`src/rtl/incubator_ctrl.sv`:
```
// Incubator climate controller: dwell-gated IDLE/HEAT/COOL FSM, stepped cooling fan, sticky over-temp alarm.
// Latency: outputs follow the temperature sample by one clk edge (all decoded from registered state).
// Backpressure: none; t is sampled every cycle and alarm_clr is a single-cycle strobe.
module incubator_ctrl #(
    parameter int TW         = 8,
    parameter int LO_ON      = 15,
    parameter int HEAT_OFF   = 30,
    parameter int HI_ON      = 35,
    parameter int COOL_OFF   = 25,
    parameter int FAN_LEVELS = 3,
    parameter int FAN_STEP   = 5,
    parameter int CRS_BASE   = 4,
    parameter int CRS_INC    = 2,
    parameter int CRS_W      = 4,
    parameter int MIN_DWELL  = 4,
    parameter int ALARM_HI   = 50,
    parameter int ALARM_CNT  = 3
) (
    input  logic             clk,
    input  logic             rst,
    input  logic [TW-1:0]    t,
    input  logic             alarm_clr,
    output logic             heater,
    output logic             cooler,
    output logic [CRS_W-1:0] crs,
    output logic [1:0]       mode,
    output logic             alarm
);

    typedef enum logic [1:0] {
        IDLE = 2'd0,
        COOL = 2'd1,
        HEAT = 2'd2
    } mode_t;

    // Four guard bits keep HI_ON + k*FAN_STEP from wrapping.
    localparam int XW = TW + 4;
    localparam logic [XW-1:0] LO_ON_X    = XW'(LO_ON);
    localparam logic [XW-1:0] HEAT_OFF_X = XW'(HEAT_OFF);
    localparam logic [XW-1:0] HI_ON_X    = XW'(HI_ON);
    localparam logic [XW-1:0] COOL_OFF_X = XW'(COOL_OFF);
    localparam logic [XW-1:0] STEP_X     = XW'(FAN_STEP);
    localparam logic [XW-1:0] ALARM_HI_X = XW'(ALARM_HI);
    localparam logic [7:0]    DW_MAX     = 8'(MIN_DWELL);
    localparam logic [7:0]    ACNT_MAX   = 8'(ALARM_CNT);
    localparam logic [2:0]    LVL_MAX    = 3'(FAN_LEVELS);
    localparam int            CRS_MAX    = (1 << CRS_W) - 1;

    mode_t         state, state_nxt;
    logic [7:0]    dwell, dwell_nxt;
    logic [2:0]    level, level_nxt;
    logic [7:0]    acnt, acnt_nxt;
    logic          alarm_q, alarm_nxt;
    logic [XW-1:0] tx, thr_up, thr_dn;
    int            crs_raw;

    always_ff @(posedge clk) begin
        if (rst) begin
            state   <= IDLE;
            dwell   <= DW_MAX;
            level   <= 3'd0;
            acnt    <= 8'd0;
            alarm_q <= 1'b0;
        end else begin
            state   <= state_nxt;
            dwell   <= dwell_nxt;
            level   <= level_nxt;
            acnt    <= acnt_nxt;
            alarm_q <= alarm_nxt;
        end
    end

    always_comb begin
        state_nxt = state;
        dwell_nxt = dwell;
        level_nxt = level;
        tx        = XW'(t);
        thr_up    = HI_ON_X + XW'(level) * STEP_X;
        thr_dn    = HI_ON_X + ((level >= 3'd2) ? XW'(level - 3'd2) : '0) * STEP_X;

        if (dwell == DW_MAX) begin
            case (state)
                IDLE: begin
                    if (tx < LO_ON_X)      state_nxt = HEAT;
                    else if (tx > HI_ON_X) state_nxt = COOL;
                end
                HEAT: if (tx > HEAT_OFF_X) state_nxt = IDLE;
                COOL: if (tx < COOL_OFF_X && level == 3'd1) state_nxt = IDLE;
                default: state_nxt = IDLE;
            endcase
        end

        if (state_nxt != state)  dwell_nxt = 8'd0;
        else if (dwell < DW_MAX) dwell_nxt = dwell + 8'd1;

        // Fan steps freely while cooling; only mode changes are dwell-gated.
        if (state_nxt != COOL) begin
            level_nxt = 3'd0;
        end else if (state != COOL) begin
            level_nxt = 3'd1;
        end else if (level < LVL_MAX && tx > thr_up) begin
            level_nxt = level + 3'd1;
        end else if (level >= 3'd2 && tx < thr_dn) begin
            level_nxt = level - 3'd1;
        end
    end

    always_comb begin
        acnt_nxt  = 8'd0;
        alarm_nxt = alarm_q;
        if (alarm_clr) begin
            alarm_nxt = 1'b0;
        end else if (tx > ALARM_HI_X) begin
            acnt_nxt  = (acnt == ACNT_MAX) ? acnt : acnt + 8'd1;
            alarm_nxt = alarm_q | (acnt_nxt == ACNT_MAX);
        end
    end

    always_comb begin
        crs_raw = CRS_BASE + (int'(level) - 1) * CRS_INC;
        if (level == 3'd0)          crs = '0;
        else if (crs_raw > CRS_MAX) crs = CRS_W'(CRS_MAX);
        else                        crs = CRS_W'(crs_raw);
    end

    assign mode   = state;
    assign heater = (state == HEAT);
    assign cooler = (state == COOL);
    assign alarm  = alarm_q;

endmodule

```
`config.mk`:
```
export PLATFORM = sky130hd
export DESIGN_NAME = incubator_ctrl
export DESIGN_NICKNAME = d
export VERILOG_FILES = /design/src/rtl/incubator_ctrl.sv
export SDC_FILE = /design/constraint.sdc
export NUM_CORES = 1
export LEC_CHECK = 0
export CAP_MARGIN = 0
export CORE_UTILIZATION = 34
export CTS_CLUSTER_SIZE = 25
export DETAILED_ROUTE_END_ITERATION = 10
export PLACE_DENSITY = 0.65
export SLEW_MARGIN = 30
export SYNTH_ARGS = -nofsm -noshare
export SYNTH_HDL_FRONTEND = slang
export SYNTH_SLANG_ARGS = --single-unit
export TNS_END_PERCENT = 50
```
`constraint.sdc`:
```
create_clock -name clk -period 3 [get_ports clk]
set_input_delay 0.3 -clock clk [delete_from_list [all_inputs] [get_ports clk]]
set_output_delay 0.3 -clock clk [all_outputs]
set_load 0.03 [all_outputs]
```
==> results of run 1 <==
## power groups by stage
stage	combinational [mW]	sequential (mW)	clock (mW)
after global placement	0.718	0.356	0
after global routing	0.822	0.362	0.300
after CTS	0.711	0.351	0.287
final	0.735	0.354	0.280
after floorplan	0.453	0.367	0
after detailed placement	0.728	0.358	0
## final cells by class
class                           instances  area (sq um)
Clock buffer                            3          41.3
Clock inverter                          1          30.0
Fill cell                             539          2700
Inverter                               16          65.1
Multi-Input combinational cell        181          1470
Sequential cell                        22           452
Tap cell                               70          87.6
Timing Repair Buffer                   52           428
## worst max path at each step
stage	startpoint	end	cells past startpoint
after floorplan	level[2]	level[2]	15
after global placement	level[2]	level[0]	17
after detailed placement	level[0]	level[2]	12
after CTS	level[0]	level[2]	12
after global routing	level[2]	level[2]	14
final	level[1]	level[2]	14
## per-stage QoR
step	hold WS [ns]	instances	power, mW
2_1_floorplan	0.431	223	0.820
3_3_place_gp	0.452	339	1.07
3_5_place_dp	0.449	339	1.09
4_1_cts	0.473	343	1.35
5_1_grt	0.482	345	1.48
6_report	0.470	345	1.37
## per-layer routing
layer,vias to the layer above,routed length (microns),GRT usage
met1,820,2140,0.193
met3,8,119,0.0202
li1,896,-,-
met4,0,75,0.0566
met2,26,2040,0.257
met5,-,0,0
## state kept, by name, indices dropped and copies added, names as in the netlist
register  count
dwell         8
level         3
mode          2
alarm         1
acnt          8
## kinds of logic (layout without fill, tap and decap cells)
logic type,after synthesis,after routing,synth area share
compound gates,46,46,0.175
xor+xnor,15,15,0.0687
fa+ha+maj,32,32,0.224
buf+inv,20,72,0.0399
flops,22,22,0.230
mux,3,3,0.0157
other cells,2,3,0.00393
simple gates,82,82,0.242
## cell usage in the layout (no fill, tap or decap), types with 3 or more instances in the layout
master | Yosys | routed
mux2i_1 | 3 | 3
conb_1 | 2 | 3
o21ai_0 | 9 | 5
buf_4 | 0 | 33
dfxtp_1 | 22 | 19
xor2_1 | 7 | 7
xnor2_1 | 8 | 8
clkdlybuf4s50_1 | 0 | 16
and2_1 | 6 | 5
a21oi_1 | 8 | 7
nor2_1 | 21 | 20
ha_1 | 27 | 26
inv_1 | 16 | 14
nor3_1 | 8 | 7
nand2_1 | 19 | 19
a21o_1 | 3 | 3
nor2b_1 | 4 | 4
o21ai_1 | 0 | 4
clkbuf_8 | 0 | 3
dfxtp_4 | 0 | 3
## what timing repair did
action,in CTS,in global routing
buffers inserted,0,2
gates resized for setup,5,23
endpoints found under the setup margin,6,5
pin swaps,1,4
==> impl_metrics.env, run 1 <==
export IMPL_status="complete, but fails checks"
export IMPL_violations="negative setup slack"
export IMPL_worst_r2r_cell_count=14
export IMPL_path_clk_slew_ns=0.09
export IMPL_yosysWarnings=0
export IMPL_netlist_area_leader_share=0.230
export IMPL_wl_mm=4.37
export IMPL_cp_end_kind="register"
export IMPL_start_util=0.363
export IMPL_placed_cell_area_sq_um=2420
export IMPL_synth_area_leader_cell="dfxtp_1"
export IMPL_cp_cell_sequence="inv_4, fa_1, a21oi_1, nor2b_1, xnor2_1, ha_1, nand3_2, o221ai_2, and2_4, inv_1, fa_2, nand4b_1, or3_1, a31oi_1"
export IMPL_fmax_mhz=327
export IMPL_cp_top_family="adder cells"
export IMPL_antenna_found_initial=0
export IMPL_cpPeakStageDelay_ns=0.50
export IMPL_numCtsBuffers=3
export IMPL_ys_top_cells_by_area="dfxtp_1, ha_1, fa_1, nor2_1, nand2_1"
export IMPL_critPathLaunchType="register"
export IMPL_clock_latency_ns=0.27
export IMPL_drt_pre_antenna_iters=4
export IMPL_io_pins=20
export IMPL_path_buf_inv=2
export IMPL_globalplace_congestion=0.805
export IMPL_cts_tree="done"
export IMPL_drtAntennaViolNets=0
export IMPL_p_clk_frac=0.204
export IMPL_synth_most_common_cell="ha_1"
export IMPL_synth_seq_cells=22
export IMPL_hold_viol=0
export IMPL_numPortBuffers=19
export IMPL_synth_top_cells_by_count="ha_1, dfxtp_1, nor2_1"
export IMPL_cts_root_buf="clkbuf_8"
export IMPL_required_ns=3.19
export IMPL_cp_data_arrival_time_ns=3.25
export IMPL_ir_drop_v=0.000323
export IMPL_p_sw_uw=535
export IMPL_cts_sinks=22
export IMPL_p_sw_frac=0.391
export IMPL_hold_end="dwell[5]"
export IMPL_p_leak_nw=1.14
export IMPL_clockBufferDepth=2
export IMPL_cp_max_fo=4
export IMPL_criticalPathCategory="register to register"
export IMPL_yosysUniqueCellTypes=58
export IMPL_synth_ff_type="dfxtp_1"
export IMPL_pwr_share_comb=0.537
export IMPL_die_area_sq_um=5930
export IMPL_wl_per_cell_microns=12.7
export IMPL_drv_cap=0
export IMPL_design_area_sq_um=2570
export IMPL_final_util=0.488
export IMPL_crit_path_top_delay_cell="fa_1"
export IMPL_holdBufCountCts=0
export IMPL_grt_pass1_wl_mm=7.44
export IMPL_drv_slew=0
export IMPL_fin_crit_sh=1.02
export IMPL_synth_cells=222
export IMPL_hp_class="register to register"
export IMPL_antenna_cells=0
export IMPL_drc=0
export IMPL_rsz0062_at_grt="yes"
export IMPL_die_w_microns=77.0
export IMPL_fp_dieH_microns=77.0
export IMPL_final_nets=318
export IMPL_drive_gt1_frac=0.240
export IMPL_track_usage=0.151
export IMPL_drtIter0Drc=87
export IMPL_grt_overflow=0
export IMPL_tns_ns=-0.0665
export IMPL_synth_edf_count=0
export IMPL_synth_area_sq_um=1910
export IMPL_grt_max_degree=14
export IMPL_min_path_cells=1
export IMPL_grt_pass1_vias=1715
export IMPL_yosysSeqAreaShare=0.230
export IMPL_reg2reg_to="level[2]"
export IMPL_clock_skew_ns=0.0111
export IMPL_pre_cts_ws_ns=-0.115
export IMPL_setup_slack_ns=-0.0575
export IMPL_async_reset_ff_frac=0
export IMPL_num_rows=26
export IMPL_via_count=1750
export IMPL_via_per_inst=5.07
export IMPL_setup_viol=3
export IMPL_powerDensity_nw_per_um2=533
export IMPL_avgSynthCellArea_sq_um=8.61
export IMPL_core_area_sq_um=5270
export IMPL_hp_start="dwell[5]"
export IMPL_r2r_start="level[1]"
export IMPL_p_int_uw=834
export IMPL_ctsHtreeMaxLevel=1
export IMPL_r2r_setup_slack_ns=-0.06
export IMPL_p_seq_frac=0.259
export IMPL_areaGrowthSynthToFinish_pct=34.4
export IMPL_min_period_ns=3.06
export IMPL_dp_hpwl_mm=3.39
Note: power is estimated with default switching activity, not from simulation.
==> run 2: changes to the inputs <==
--- a/config.mk
+++ b/config.mk
@@ -10,6 +10,7 @@
 export CTS_CLUSTER_SIZE = 25
 export DETAILED_ROUTE_END_ITERATION = 10
 export PLACE_DENSITY = 0.65
+export SETUP_SLACK_MARGIN = 0.1
 export SLEW_MARGIN = 30
 export SYNTH_ARGS = -nofsm -noshare
 export SYNTH_HDL_FRONTEND = slang
==> run 2 against run 1 <==
  * Flip-flop and latch count is the same
  * The run still ends with negative setup slack left
  * Total power is 0.61% lower
  * Worst setup slack worse by 0.012 ns
  * Largest power group unchanged
  * Highest routed layer unchanged
==> impl_metrics.env, run 2 (same netlist as run 1, synthesis figures left out) <==
export IMPL_hp_class="register to register"
export IMPL_critPathLaunchType="register"
export IMPL_via_per_inst=5.06
export IMPL_globalplace_congestion=0.794
export IMPL_antenna_cells=0
export IMPL_holdBufCountCts=0
export IMPL_path_clk_slew_ns=0.08
export IMPL_top_regs="acnt x8, dwell x8, level x3"
export IMPL_numCtsBuffers=3
export IMPL_wl_mm=4.41
export IMPL_cpPeakStageDelay_ns=0.37
export IMPL_criticalPathCategory="register to register"
export IMPL_crit_path_top_delay_cell="dfxtp_4"
export IMPL_setup_viol=1
export IMPL_ir_drop_v=0.000410
export IMPL_die_area_sq_um=5930
export IMPL_drive_gt1_frac=0.243
export IMPL_layout_common_cells="buf_4, ha_1, nor2_1, nand2_1, dfxtp_1"
export IMPL_pre_cts_ws_ns=-0.156
export IMPL_numPortBuffers=19
export IMPL_cts_root_buf="clkbuf_8"
export IMPL_fin_crit_sh=1.02
export IMPL_required_ns=3.19
export IMPL_clock_skew_ns=0.00818
export IMPL_drtAntennaViolNets=0
export IMPL_drv_cap=0
export IMPL_drtIter0Drc=57
export IMPL_cts_sinks=22
export IMPL_fp_dieH_microns=77.0
export IMPL_drv_slew=0
export IMPL_violations="negative setup slack"
export IMPL_worst_r2r_cell_count=14
export IMPL_grt_pass1_wl_mm=7.73
export IMPL_die_w_microns=77.0
export IMPL_fillCellCount=526
export IMPL_min_path_cells=1
export IMPL_cp_max_fo=5
export IMPL_regArea_sq_um=452
export IMPL_io_pins=20
export IMPL_grt_overflow=0
export IMPL_fmax_mhz=326
export IMPL_final_common_cell="buf_4"
export IMPL_grt_pass1_vias=1698
export IMPL_clock_latency_ns=0.26
export IMPL_multi_input_area_sq_um=1460
export IMPL_powerDensity_nw_per_um2=529
export IMPL_clockBufferDepth=2
export IMPL_via_count=1752
export IMPL_areaGrowthSynthToFinish_pct=34.5
export IMPL_ctsHtreeMaxLevel=1
export IMPL_drc=0
export IMPL_p_leak_nw=1.15
export IMPL_fin_cells=346
export IMPL_track_usage=0.157
export IMPL_core_area_sq_um=5270
export IMPL_final_nets=319
export IMPL_cp_data_arrival_time_ns=3.26
export IMPL_rsz0062_at_grt="yes"
export IMPL_start_util=0.363
export IMPL_setup_slack_ns=-0.0697
export IMPL_drt_pre_antenna_iters=4
export IMPL_cp_cell_sequence="buf_4, buf_4, ha_1, nor2b_1, xnor2_1, ha_1, nand3_2, o221ai_2, and2_4, inv_2, fa_2, nand4b_1, or3_1, a31oi_1"
export IMPL_num_rows=26
export IMPL_antenna_found_initial=0
export IMPL_dp_cells=338
export IMPL_cts_tree="done"
export IMPL_status="complete, but fails checks"
export IMPL_cp_end_kind="register"
export IMPL_hold_viol=0
export IMPL_dp_hpwl_mm=3.39
export IMPL_min_period_ns=3.07
export IMPL_wl_per_cell_microns=12.7
export IMPL_grt_max_degree=14
[run 2: report_power, final]
part / switching [mW] / total [mW] / internal, mW
clock network: 0.0953 / 0.274 / 0.178
registers: 0.0334 / 0.354 / 0.320
logic: 0.402 / 0.734 / 0.332
total: 0.531 / 1.36 / 0.830
[run 2: timing repair]
item | in CTS | in global routing
pin swaps | 3 | 4
endpoints found under the hold margin | 0 | 0
resized for setup | 17 | 9
setup buffers | 3 | 1
endpoints found under the setup margin | 6 | 5
[run 2: area by class of cell]
class                      count  area share
tap                           70      0.0341
timing repair buffer          53       0.169
multi-input combinational    181       0.568
clock buffer                   3      0.0161
clock inverter                 1      0.0117
sequential                    22       0.176
inverter                      16      0.0253
[run 2: worst max-delay path: cells and delay by family, from the launching register on]
| family | cells | cell delay [ns] |
|---|---|---|
| AOI/OAI and AO/OA | 2 | 0.34 |
| xor gates and xnor gates | 1 | 0.12 |
| adders and majority gates | 3 | 0.94 |
| buffers and inverters | 3 | 0.30 |
| DFF | 1 | 0.37 |
| and+or+nand+nor | 5 | 0.91 |
[run 2: worst paths after layout]
kind / from / to / slack (ns)
setup / recovery: level[1] / level[2] / -0.07
hold / removal: dwell[5] / dwell[5] / 0.47
setup reg to reg: level[1] / level[2] / -0.07
hold reg to reg: dwell[5] / dwell[5] / 0.47
[run 2: through the flow]
stage / hold slack, ns / util / instance area [sq um] / total power, mW / TNS, ns
6_report: 0.472 / 0.488 / 2570 / 1.36 / -0.0697
5_1_grt: 0.488 / 0.488 / 2570 / 1.48 / -0.497
4_1_cts: 0.475 / 0.486 / 2560 / 1.36 / -0.0993
3_5_place_dp: 0.453 / 0.458 / 2420 / 1.07 / -0.272
3_3_place_gp: 0.449 / 0.458 / 2420 / 1.06 / -0.122
2_1_floorplan: 0.431 / - / 1940 / 0.820 / 0
[run 2: metal layers]
| layer | routed length, microns | track usage | vias up |
|---|---|---|---|
| met1 | 2180 | 0.217 | 818 |
| met2 | 2070 | 0.260 | 22 |
| met5 | 0 | 0 | - |
| met3 | 128 | 0.0214 | 2 |
| met4 | 21 | 0.0302 | 0 |
| li1 | - | - | 910 |
